--- src/rtl/decodificador_gray_binario.sv ---
// Gray-to-binary decoder with an input synchronizer and single-step tracking.
// Reports step direction, per-step pulses and multi-bit jumps, with a saturating error count.
module decodificador_gray_binario #(
  parameter int ANCHO       = 4,
  parameter int ETAPAS_SYNC = 2
) (
  input  logic             clk,
  input  logic             rst_n,
  input  logic [ANCHO-1:0] gray_in,
  input  logic             en,
  output logic [ANCHO-1:0] binario,
  output logic             valido,
  output logic             paso,
  output logic             dir,
  output logic             error,
  output logic [7:0]       cnt_error
);

  localparam int FW = $clog2(ETAPAS_SYNC) + 1;
  localparam logic [ANCHO-1:0] UNO = {{(ANCHO-1){1'b0}}, 1'b1};

  typedef enum logic [1:0] {LLENADO, INICIO, TRACK, FALLO} estado_t;

  function automatic logic [ANCHO-1:0] gray_a_bin(input logic [ANCHO-1:0] g);
    logic [ANCHO-1:0] b;
    b[ANCHO-1] = g[ANCHO-1];
    for (int i = ANCHO-2; i >= 0; i--) begin
      b[i] = b[i+1] ^ g[i];
    end
    return b;
  endfunction

  // True when exactly one bit of x is set.
  function automatic logic un_bit(input logic [ANCHO-1:0] x);
    return (x != '0) && ((x & (x - UNO)) == '0);
  endfunction

  logic [ANCHO-1:0] sync_q [ETAPAS_SYNC];
  logic [ANCHO-1:0] g_s, b, dif;

  estado_t          estado_q, estado_d;
  logic [FW-1:0]    fill_q, fill_d;
  logic [ANCHO-1:0] g_prev_q, g_prev_d;
  logic [ANCHO-1:0] binario_q, binario_d;
  logic             valido_q, valido_d;
  logic             paso_q, paso_d;
  logic             dir_q, dir_d;
  logic             error_q, error_d;
  logic [7:0]       cnt_error_q, cnt_error_d;

  always_ff @(posedge clk or negedge rst_n) begin
    if (!rst_n) begin
      for (int i = 0; i < ETAPAS_SYNC; i++) sync_q[i] <= '0;
    end else begin
      sync_q[0] <= gray_in;
      for (int i = 1; i < ETAPAS_SYNC; i++) sync_q[i] <= sync_q[i-1];
    end
  end

  assign g_s = sync_q[ETAPAS_SYNC-1];
  assign b   = gray_a_bin(g_s);
  assign dif = g_s ^ g_prev_q;

  always_comb begin
    estado_d    = estado_q;
    fill_d      = fill_q;
    g_prev_d    = g_prev_q;
    binario_d   = binario_q;
    valido_d    = valido_q;
    dir_d       = dir_q;
    cnt_error_d = cnt_error_q;
    paso_d      = 1'b0;
    error_d     = 1'b0;
    unique case (estado_q)
      LLENADO: begin
        // Hold off until the synchronizer carries a real sample instead of reset zeros.
        if (fill_q == FW'(ETAPAS_SYNC-1)) estado_d = INICIO;
        else                              fill_d   = fill_q + FW'(1);
      end
      INICIO: if (en) begin
        binario_d = b;
        g_prev_d  = g_s;
        valido_d  = 1'b1;
        estado_d  = TRACK;
      end
      TRACK: if (en) begin
        if (un_bit(dif)) begin
          binario_d = b;
          g_prev_d  = g_s;
          paso_d    = 1'b1;
          dir_d     = (b == binario_q + UNO);
        end else if (dif != '0) begin
          error_d   = 1'b1;
          valido_d  = 1'b0;
          g_prev_d  = g_s;
          estado_d  = FALLO;
          if (cnt_error_q != 8'hFF) cnt_error_d = cnt_error_q + 8'd1;
        end
      end
      FALLO: if (en) begin
        // Two identical consecutive samples are needed before trusting the input again.
        if (dif == '0) begin
          binario_d = b;
          valido_d  = 1'b1;
          estado_d  = TRACK;
        end else begin
          g_prev_d  = g_s;
        end
      end
      default: estado_d = LLENADO;
    endcase
  end

  always_ff @(posedge clk or negedge rst_n) begin
    if (!rst_n) begin
      estado_q    <= LLENADO;
      fill_q      <= '0;
      g_prev_q    <= '0;
      binario_q   <= '0;
      valido_q    <= 1'b0;
      paso_q      <= 1'b0;
      dir_q       <= 1'b0;
      error_q     <= 1'b0;
      cnt_error_q <= '0;
    end else begin
      estado_q    <= estado_d;
      fill_q      <= fill_d;
      g_prev_q    <= g_prev_d;
      binario_q   <= binario_d;
      valido_q    <= valido_d;
      paso_q      <= paso_d;
      dir_q       <= dir_d;
      error_q     <= error_d;
      cnt_error_q <= cnt_error_d;
    end
  end

  assign binario   = binario_q;
  assign valido    = valido_q;
  assign paso      = paso_q;
  assign dir       = dir_q;
  assign error     = error_q;
  assign cnt_error = cnt_error_q;

endmodule

--- config.mk ---
export PLATFORM = sky130hd
export DESIGN_NAME = decodificador_gray_binario
export DESIGN_NICKNAME = d
export VERILOG_FILES = /design/src/rtl/decodificador_gray_binario.sv
export SDC_FILE = /design/constraint.sdc
export NUM_CORES = 1
export LEC_CHECK = 0
export ABC_AREA = 1
export CORE_MARGIN = 8
export CORE_UTILIZATION = 35
export CTS_BUF_LIST = sky130_fd_sc_hd__clkbuf_8
export CTS_CLUSTER_SIZE = 10
export DETAILED_ROUTE_END_ITERATION = 6
export PLACE_DENSITY = 0.57
export SETUP_SLACK_MARGIN = 0.02
export SKIP_CTS_REPAIR_TIMING = 1
export SYNTH_ARGS = -nofsm -noshare
export SYNTH_HDL_FRONTEND = slang
export SYNTH_SLANG_ARGS = --single-unit
--- constraint.sdc ---
create_clock -name clk -period 1.7 [get_ports clk]
set_clock_uncertainty 0.1 [all_clocks]
set_input_delay 0.51 -clock clk [delete_from_list [all_inputs] [get_ports clk]]
set_output_delay 0.51 -clock clk [all_outputs]
set_load 0.02 [all_outputs]
# Word-level counts from Yosys, hierarchy flattened
# Cells that the tools add are included.
# Widths: inputs -> output; s select.
[classes]
n_addsub = 4
n_eq_ne = 16
mux = 35
bitwise = 7
reduce_logical = 13
[ops]
columns = ["cell", "n"]
rows = [
  ["$mux 4", 11],
  ["$pmux 4 s3", 2],
  ["$ne 2x2->1 const B", 9],
  ["$mux 2", 7],
  ["$reduce_and 7->1", 2],
  ["$mux 1", 13],
  ["$reduce_and 6->1", 2],
  ["$add 8x1->8 const B", 1],
  ["$logic_not 4->1", 2],
  ["$ne 8x8->1 const B", 1],
  ["$pmux 2 s4", 1],
  ["$reduce_and 5->1", 1],
  ["$add 4x1->4 const B", 1],
  ["$and 4x4->4", 1],
  ["$eq 2x1->1 const B", 2],
  ["$eq 2x2->1 const B", 2],
  ["$eq 4x4->1", 1],
  ["$reduce_bool 4->1", 1],
  ["$sub 4x1->4 const B", 1],
  ["$xor 4x4->4", 1],
  ["$ne 3x3->1 const B", 1],
  ["$pmux 1 s3", 1],
  ["$reduce_and 3->1", 1],
  ["$reduce_bool 3->1", 1],
  ["other kinds (6)", 9],
]
[totals]
reg_bits = 32
in_bits = 7
output_inout_bits = 16

# Logic depth before layout (Yosys ltp)
# Gate-level depths: netlist of run 1.
[depth]
ltp_word = 8
mapped_depth = 11
depth_no_buf = 11

# Worst setup path after synthesis of run 1
# No wires, ideal clock.
[synth_path]
path_kind = "register -> register"
startpoint = "reg cnt_error_q[0], in the netlist cnt_error[0]"
endpoint = "reg cnt_error_q[6], in the netlist cnt_error[6]"
setup_time_ns = 0.074
arrival_ns = 1.577
required_time_ns = 1.526
setup_slack_ns = -0.051
stages_incl_launch_ff = 9
n_path_buf = 1
synth_period_minus_slack_ns = 1.751
path_cell_list = "dfrtp_1 > ha_1 > nand3_2 > nor3_4 > nand3_1 > nand2_4 > buf_12 > nand2_2 > o21ai_2"
[synth_via]
elab_chain_cells = 2
elab_cells_between_ends = 3
cone_classes = "1 x add/sub; 1 x eq/ne; 1 x reduce/logical"
[synth_rtl]
columns = ["element", "line_no", "source"]
rows = [
  ["start: declaration", "49", "logic [7:0] cnt_error_q, cnt_error_d;"],
  ["start signal: assignment", "134", "cnt_error_q <= cnt_error_d;"],
  ["parallel branches: the longest is 2 deep, another holds $add 8x1->8", "--", ""],
]
# Several ways; the timed one is not identified.
# A chain may end at the register's enable or synchronous reset.

# Worst setup path in the final report of run 1
[layout_path]
startpoint = "in en"
endpoint = "reg binario_q[0], in the netlist binario[0]"
[layout_via]
elab_chain_cells = 2
elab_cells_between_ends = 4
cone_classes = "3 x eq/ne; 1 x reduce/logical"
[layout_rtl]
columns = ["element", "line_no", "source"]
rows = [
  ["start: declaration", "10", "input logic en,"],
  ["$ne 2x2->1 (no line)", "--", ""],
  ["$reduce_and 6->1 (no line) (*)", "--", ""],
  ["end signal: assignment", "129", "binario_q <= binario_d;"],
  ["end: declaration", "44", "logic [ANCHO-1:0] binario_q, binario_d;"],
]
# Every way passes the cells marked *; elsewhere a longest branch is shown, timed or not.

==> key figures, run 1 <==
Floorplanning
  – Row cnt: 25
  – Die X: 85.9 um
  – Initial Util: 0.362
  – Die Y: 85.9 um
  – Die area: 0.00738 mm^2
  – CORE AREA: 0.00472 mm^2
  – # IOs: 23

Timing
  – Setup-failing EPs final: 0
  – PnR worst setup slack: 0.118 ns
  – Setup TNS: 0 ns
  – Worst slack on hold paths: 0.251 ns
  – Unrepaired setup endpoints after global routing: no
  – Tmin final: 1.58 ns
  – Fmax: 0.632 GHz
  – Final period utilization: 0.931
  – Final Slew Violations: 0
  – Final hold vios: 0
  – Slew @ Worst Pin: 0.270 ns
  – Slew HR: 0.819

Yosys
  – Syn Nets: 213
  – Post-synth cell types: 24
  – Mapped Cells: 203
  – Simple-gate share of the synthesized area: 0.357
  – Mapped cell area: 0.00171 mm^2
  – Async SR Flop Fraction: 1.00
  – XOR/XNOR Fraction of Synth Area: 0.0358
  – Number of flops mapped to enable cells by yosys: 0
  – Synthesized flop and latch total: 32
  – Synth warn: 0
  – Syn avg cell area: 8.43 um^2
  – Top FF cell, synth: dfrtp_1
  – Largest family of logic cells by synthesized area: simple AND/OR/NAND/NOR gates
  – Synth Area in Compound Gates: 0.0534
  – Post-synthesis adder-cell area fraction: 0.0219
  – Post-synthesis mux area share: 0
  – Seq/Total Area, Yosys: 0.468

Clock network
  – H-tree lvl count: 2
  – Clock sinks: 32
  – Root buf cell: clkbuf_8
  – Clock latency on the worst-skew pair: 0.29 ns
  – Clk buf depth: 2
  – Inserted Clock Buffers: 5
  – CTS tree: yes
  – Worst-path clk slew: 0.07 ns

Worst setup path
  – Critical path startpoint category: primary input
  – CP endpoint kind: register
  – R2R cell count: 11
  – CP Max Fanout: 5
  – Worst path arrival time: 1.67 ns
  – Critical path class: in2reg
  – Worst EP required: 1.78 ns

Global routing
  – Grt total ovfl: 0
  – GRT Overall Usage: 0.0972
  – Pin count of the biggest net entering global routing: 33
  – Initial antenna violation count: 0
  – Global-route wire length before repair: 5700 um
  – Vias in the first global route: 1,293

Finish
  – Final #Nets: 256
  – Non-filler instance count after layout: 314
  – Fraction of layout cells with a size suffix above 1: 0.239
  – Post-layout util: 0.486
  – ANT cells: 0
  – Most common cell after layout, fill and taps aside: nand2_1
  – Commonest cells after routing, fill and taps aside: 69 x nand2_1, 29 x dfrtp_1, 22 x inv_1
  – Layout area overhead: 34.0%
  – Fillers: 452

Place
  – Routability cong.: 0.795
  – Post-DP HPWL: 2420 um
  – I/O Buffers: 22
  – Placed instance count: 304
  – Setup slack at placement: -0.197 ns

Power and ir drop
  – Switching share of power: 0.375
  – P_int: 0.00192 W
  – Share of total power in combinational logic: 0.418
  – Leakage: 1.38 nW
  – Flop pwr share: 0.343
  – Cell Pwr Density: 1340 mW/mm^2
  – Clk pwr share: 0.239
  – Peak VDD IR: 709 uV
  – Switching power: 0.00115 W

Routing
  – Via-per-instance ratio: 4.29
  – 1st-iter DRT viols: 47
  – Drt pass-1 iters: 4
  – DR DRC count: 0
  – Final WL: 3330 um
  – Drt wl/cell: 10.6 um
  – DR vias: 1,348
  – Antenna Violating Nets Remaining: 0

Worst hold path
  – Cells on Worst Hold Path: 0
  – Min-delay worst type: reg2reg

Run status
  – Status: complete, no violations

Run
  – Max-Cap Viols: 0
[critical path, stage by stage]
cell and delay, ns:
clkdlybuf4s50_1 0.48, inv_1 0.06, nor2_1 0.14, a21boi_4 0.25
nand2_2 0.10, nand2_1 0.07, nand2_1 0.05
[Yosys cell counts, types with 2 or more instances]
| master | count | area share |
|---|---|---|
| a21oi_1 | 2 | 0.0058 |
| dfrtp_1 | 32 | 0.47 |
| ha_1 | 3 | 0.022 |
| inv_1 | 22 | 0.048 |
| inv_2 | 2 | 0.0044 |
| nand2_1 | 69 | 0.15 |
| nand2_2 | 18 | 0.066 |
| nand2_4 | 2 | 0.013 |
| nand3_1 | 17 | 0.050 |
| nand3b_1 | 3 | 0.013 |
| nand4_1 | 2 | 0.0073 |
| nor2_1 | 9 | 0.020 |
| o21ai_0 | 4 | 0.012 |
| o21ai_2 | 3 | 0.015 |
| xnor2_1 | 2 | 0.010 |
| xor2_1 | 5 | 0.026 |
[final cells by class]
class | count | area, um^2 | area share
multi-input cells | 146 | 818 | 0.357
flip-flops and latches | 32 | 805 | 0.351
repair buffers | 37 | 385 | 0.168
inverters | 24 | 90.1 | 0.0393
well taps | 67 | 83.8 | 0.0366
clock buffers | 5 | 68.8 | 0.0300
clock inverters | 3 | 42.5 | 0.0185
[power by group through the flow]
| stage | Combinational [W] | Sequential, W | Clock (W) |
|---|---|---|---|
| after CTS | 0.00131 | 0.00106 | 0.000762 |
| final | 0.00128 | 0.00105 | 0.000734 |
| after detailed placement | 0.00131 | 0.00107 | 0 |
| after global routing | 0.00143 | 0.00108 | 0.000801 |
| after global placement | 0.00129 | 0.00107 | 0 |
| after floorplan | 0.000646 | 0.00124 | 0 |
[layer usage]
metal  global-route usage  vias up  share of wire
met3               0.0353        4          0.039
li1                     -      718              -
met5                    0        -              0
met1                0.120      601           0.51
met4               0.0382        0          0.011
met2                0.149       25           0.44
[worst paths after layout]
kind | from | endpoint | slack, ns
setup / recovery | en | binario[0] | 0.12
hold / removal | sync_q[6] | g_s[2] | 0.25
setup reg to reg | g_s[2] | binario[0] | 0.17
hold reg to reg | sync_q[6] | g_s[2] | 0.25
max in group asynchronous | rst_n | cnt_error[1] | 0.83
min in group asynchronous | rst_n | g_s[3] | 0.48
[through the flow]
stage / cell area, um^2 / power, W
global route: 2290 / 0.00331
global placement: 2110 / 0.00236
floorplan: 1710 / 0.00188
CTS: 2220 / 0.00314
detailed placement: 2110 / 0.00239
finish: 2290 / 0.00307
[sequential cells by signal (all words and copies together) (netlist names), 2 cells and up]
name and flops:
binario 4, cnt_error 8, estado_q 2, fill_q 2, g_prev_q 4, g_s 4
sync_q 4
[cells by family after synthesis]
group / Yosys count
buf+inv: 25
compound gates: 11
fa+ha+maj: 3
simple gates: 125
flops: 32
xor+xnor: 7
No activity file was read; power rests on OpenSTA's default activity.
==> inputs of run 2 (changes only) <==
REMOVE_ABC_BUFFERS = 1   (was unset)
==> run 2 against run 1 <==
Compared with the run above:
- power grew 3.0%
- non-clock buffer count grew 2
- hold slack lost 0.0095 ns
- cell area grew 1.6%
- die area is the same
- sequential share of layout area shrank 0.65 points
- maximum frequency grew 0.50%
- wire length shrank 1.9%
- global-route usage shrank 0.13 points
- critical path type unchanged
- largest cell class unchanged
- highest routed layer unchanged
==> key figures, run 2 (synthesis gave the netlist of run 1 again) <==
Worst setup path
  – R2r setup slk: 0.14 ns (was 0.17 ns)
  – Worst EP required: 1.77 ns (was 1.78 ns)
  – CP Max Fanout: 5 (unchanged)
  – Worst-path cell chain: clkdlybuf4s50_1, inv_1, nor2_1, a21boi_4, nand2_2, nand2_1, nand2_1 (unchanged)
  – Critical path's most frequent cell: nand2_1 (unchanged)
  – CP endpoint kind: register (unchanged)
  – Critical path startpoint category: primary input (unchanged)
  – Worst path arrival time: 1.65 ns (was 1.67 ns)
  – Worst r2r dst: cnt_error[1] (was binario[0])
  – R2R cell count: 7 (was 11)
  – Critical path class: in2reg (unchanged)
  – Max incr delay on CP: 0.49 ns (was 0.48 ns)
  – R2R Path Start: cnt_error[1] (was g_s[2])
  – CP top delay family: buffers and inverters (unchanged)
  – WP buf/inv: 2 (unchanged)
  – Slowest CP cell: clkdlybuf4s50_1 (unchanged)

Timing
  – Setup-failing EPs final: 0 (unchanged)
  – Slew @ Worst Pin: 0.261 ns (was 0.270 ns)
  – Final hold vios: 0 (unchanged)
  – Slew HR: 0.825 (was 0.819)
  – Tmin final: 1.57 ns (was 1.58 ns)
  – Final Slew Violations: 0 (unchanged)
  – Final period utilization: 0.926 (was 0.931)
  – Unrepaired setup endpoints after global routing: no (unchanged)
  – Fmax: 0.635 GHz (was 0.632 GHz)

Power and ir drop
  – Leakage: 1.40 nW (was 1.38 nW)
  – Clk pwr share: 0.251 (was 0.239)
  – P_int: 0.00203 W (was 0.00192 W)
  – Peak VDD IR: 714 uV (was 709 uV)
  – Flop pwr share: 0.331 (was 0.343)
  – Pwr Total: 0.00316 W (was 0.00307 W)
  – Cell Pwr Density: 1360 mW/mm^2 (was 1340 mW/mm^2)
  – Switching share of power: 0.357 (was 0.375)
  – Share of total power in combinational logic: 0.419 (was 0.418)
  – Switching power: 0.00113 W (was 0.00115 W)

Clock network
  – Clock sinks: 32 (unchanged)
  – CTS tree: yes (unchanged)
  – Root buf cell: clkbuf_8 (unchanged)
  – Worst-path clk slew: 0.07 ns (about the same)
  – H-tree lvl count: 2 (unchanged)
  – Inserted Clock Buffers: 5 (unchanged)
  – Clock latency on the worst-skew pair: 0.28 ns (was 0.29 ns)
  – Clk buf depth: 2 (unchanged)

Routing
  – Via-per-instance ratio: 4.32 (was 4.29)
  – DR vias: 1,371 (was 1,348)
  – Drt wl/cell: 10.3 um (was 10.6 um)
  – Antenna Violating Nets Remaining: 0 (unchanged)
  – 1st-iter DRT viols: 26 (was 47)
  – DR DRC count: 0 (unchanged)
  – Final WL: 3270 um (was 3330 um)
  – Drt pass-1 iters: 4 (unchanged)

Worst hold path
  – Min-delay worst type: reg2reg (unchanged)
  – Cells on Worst Hold Path: 0 (unchanged)
  – Hold Path Sink: g_s[1] (was g_s[2])
  – Hold Startpoint: sync_q[5] (was sync_q[6])

Finish
  – Layout area overhead: 36.1% (was 34.0%)
  – Fillers: 432 (was 452)
  – Fraction of layout cells with a size suffix above 1: 0.240 (was 0.239)
  – Commonest cells after routing, fill and taps aside: 69 x nand2_1, 31 x dfrtp_1, 22 x inv_1 (was 69 x nand2_1, 29 x dfrtp_1, 22 x inv_1)
  – Most common cell after layout, fill and taps aside: nand2_1 (unchanged)
  – Final #Nets: 259 (was 256)
  – Post-layout util: 0.493 (was 0.486)
  – Number of flip-flops in the largest register: 8 (unchanged)
  – ANT cells: 0 (unchanged)

Global routing
  – Grt total ovfl: 0 (unchanged)
  – Vias in the first global route: 1,310 (was 1,293)
  – Pin count of the biggest net entering global routing: 33 (unchanged)
  – Initial antenna violation count: 0 (unchanged)
  – Global-route wire length before repair: 5680 um (was 5700 um)
  – GRT Overall Usage: 0.0959 (was 0.0972)

Floorplanning
  – Row cnt: 25 (unchanged)
  – Die Y: 85.9 um (unchanged)
  – CORE AREA: 0.00472 mm^2 (unchanged)
  – Die area: 0.00738 mm^2 (unchanged)
  – Initial Util: 0.362 (unchanged)
  – Die X: 85.9 um (unchanged)
  – # IOs: 23 (unchanged)

Place
  – Routability cong.: 0.781 (was 0.795)
  – I/O Buffers: 22 (unchanged)
  – Post-DP HPWL: 2390 um (was 2420 um)

Run status
  – Status: complete, no violations (unchanged)

Run
  – Max-Cap Viols: 0 (unchanged)
run 2: cell count changes in the layout (fill, tap and decap cells not counted), moves of 2 or more:
| cell | previous run | this run |
|---|---|---|
| clkbuf_8 | 5 | 7 |
| dfrtp_1 | 29 | 31 |
| buf_4 | 14 | 16 |
| dfrtp_2 | 3 | 1 |
run 2: metrics by stage:
stage                     TNS (ns)  setup slack [ns]  cell area (um^2)  cells  hold WS (ns)
after floorplan            -0.0751           -0.0361              1690    202         0.114
after global placement       -1.82            -0.157              2130    307         0.234
after detailed placement     -1.96            -0.175              2130    307         0.236
after CTS                    -3.02            -0.264              2250    315         0.246
after global routing             0            0.0152              2330    317         0.247
final                            0             0.126              2330    317         0.241
run 2: worst reg2reg max path: stages (launching register included):
cell and delay (ns):
dfrtp_1 0.39, ha_1 0.20, nand3_2 0.11, nor3_4 0.19, nand3_4 0.14, buf_4 0.18
nand3_1 0.09, nand2_1 0.05
run 2: how the worst max path moves through the flow:
stage               slack, ns            to    startpoint  depth (start not counted)
finish                   0.13    binario[3]            en                          7
global route             0.02    binario[2]        g_s[0]                          9
CTS                     -0.26    binario[3]    binario[3]                          1
detailed placement      -0.18    binario[3]            en                          7
global placement        -0.16    binario[3]            en                          7
floorplan               -0.04  cnt_error[2]  cnt_error[0]                          7
run 2: power by group through the flow:
stage               Sequential (W)  Clock [W]  Combinational, W
finish                     0.00105   0.000792           0.00132
detailed placement         0.00106          0           0.00134
floorplan                  0.00123          0          0.000622
global route               0.00106   0.000855           0.00149
global placement           0.00106          0           0.00132
CTS                        0.00105   0.000818           0.00134
run 2: cell type report:
type,instances,area [um^2],area share
multi-input combinational,147,827,0.355
sequential,32,802,0.344
timing repair buffer,39,400,0.172
clock buffer,7,96.3,0.0414
inverter,24,90.1,0.0387
tap,67,83.8,0.0360
clock inverter,1,30.0,0.0129
run 2: per-layer routing:
layer	track usage	vias to the layer above	wire [um]
li1	-	725	-
met1	0.119	616	1640
met2	0.148	25	1440
met3	0.0353	5	146
met4	0.0334	0	41
met5	0	-	0
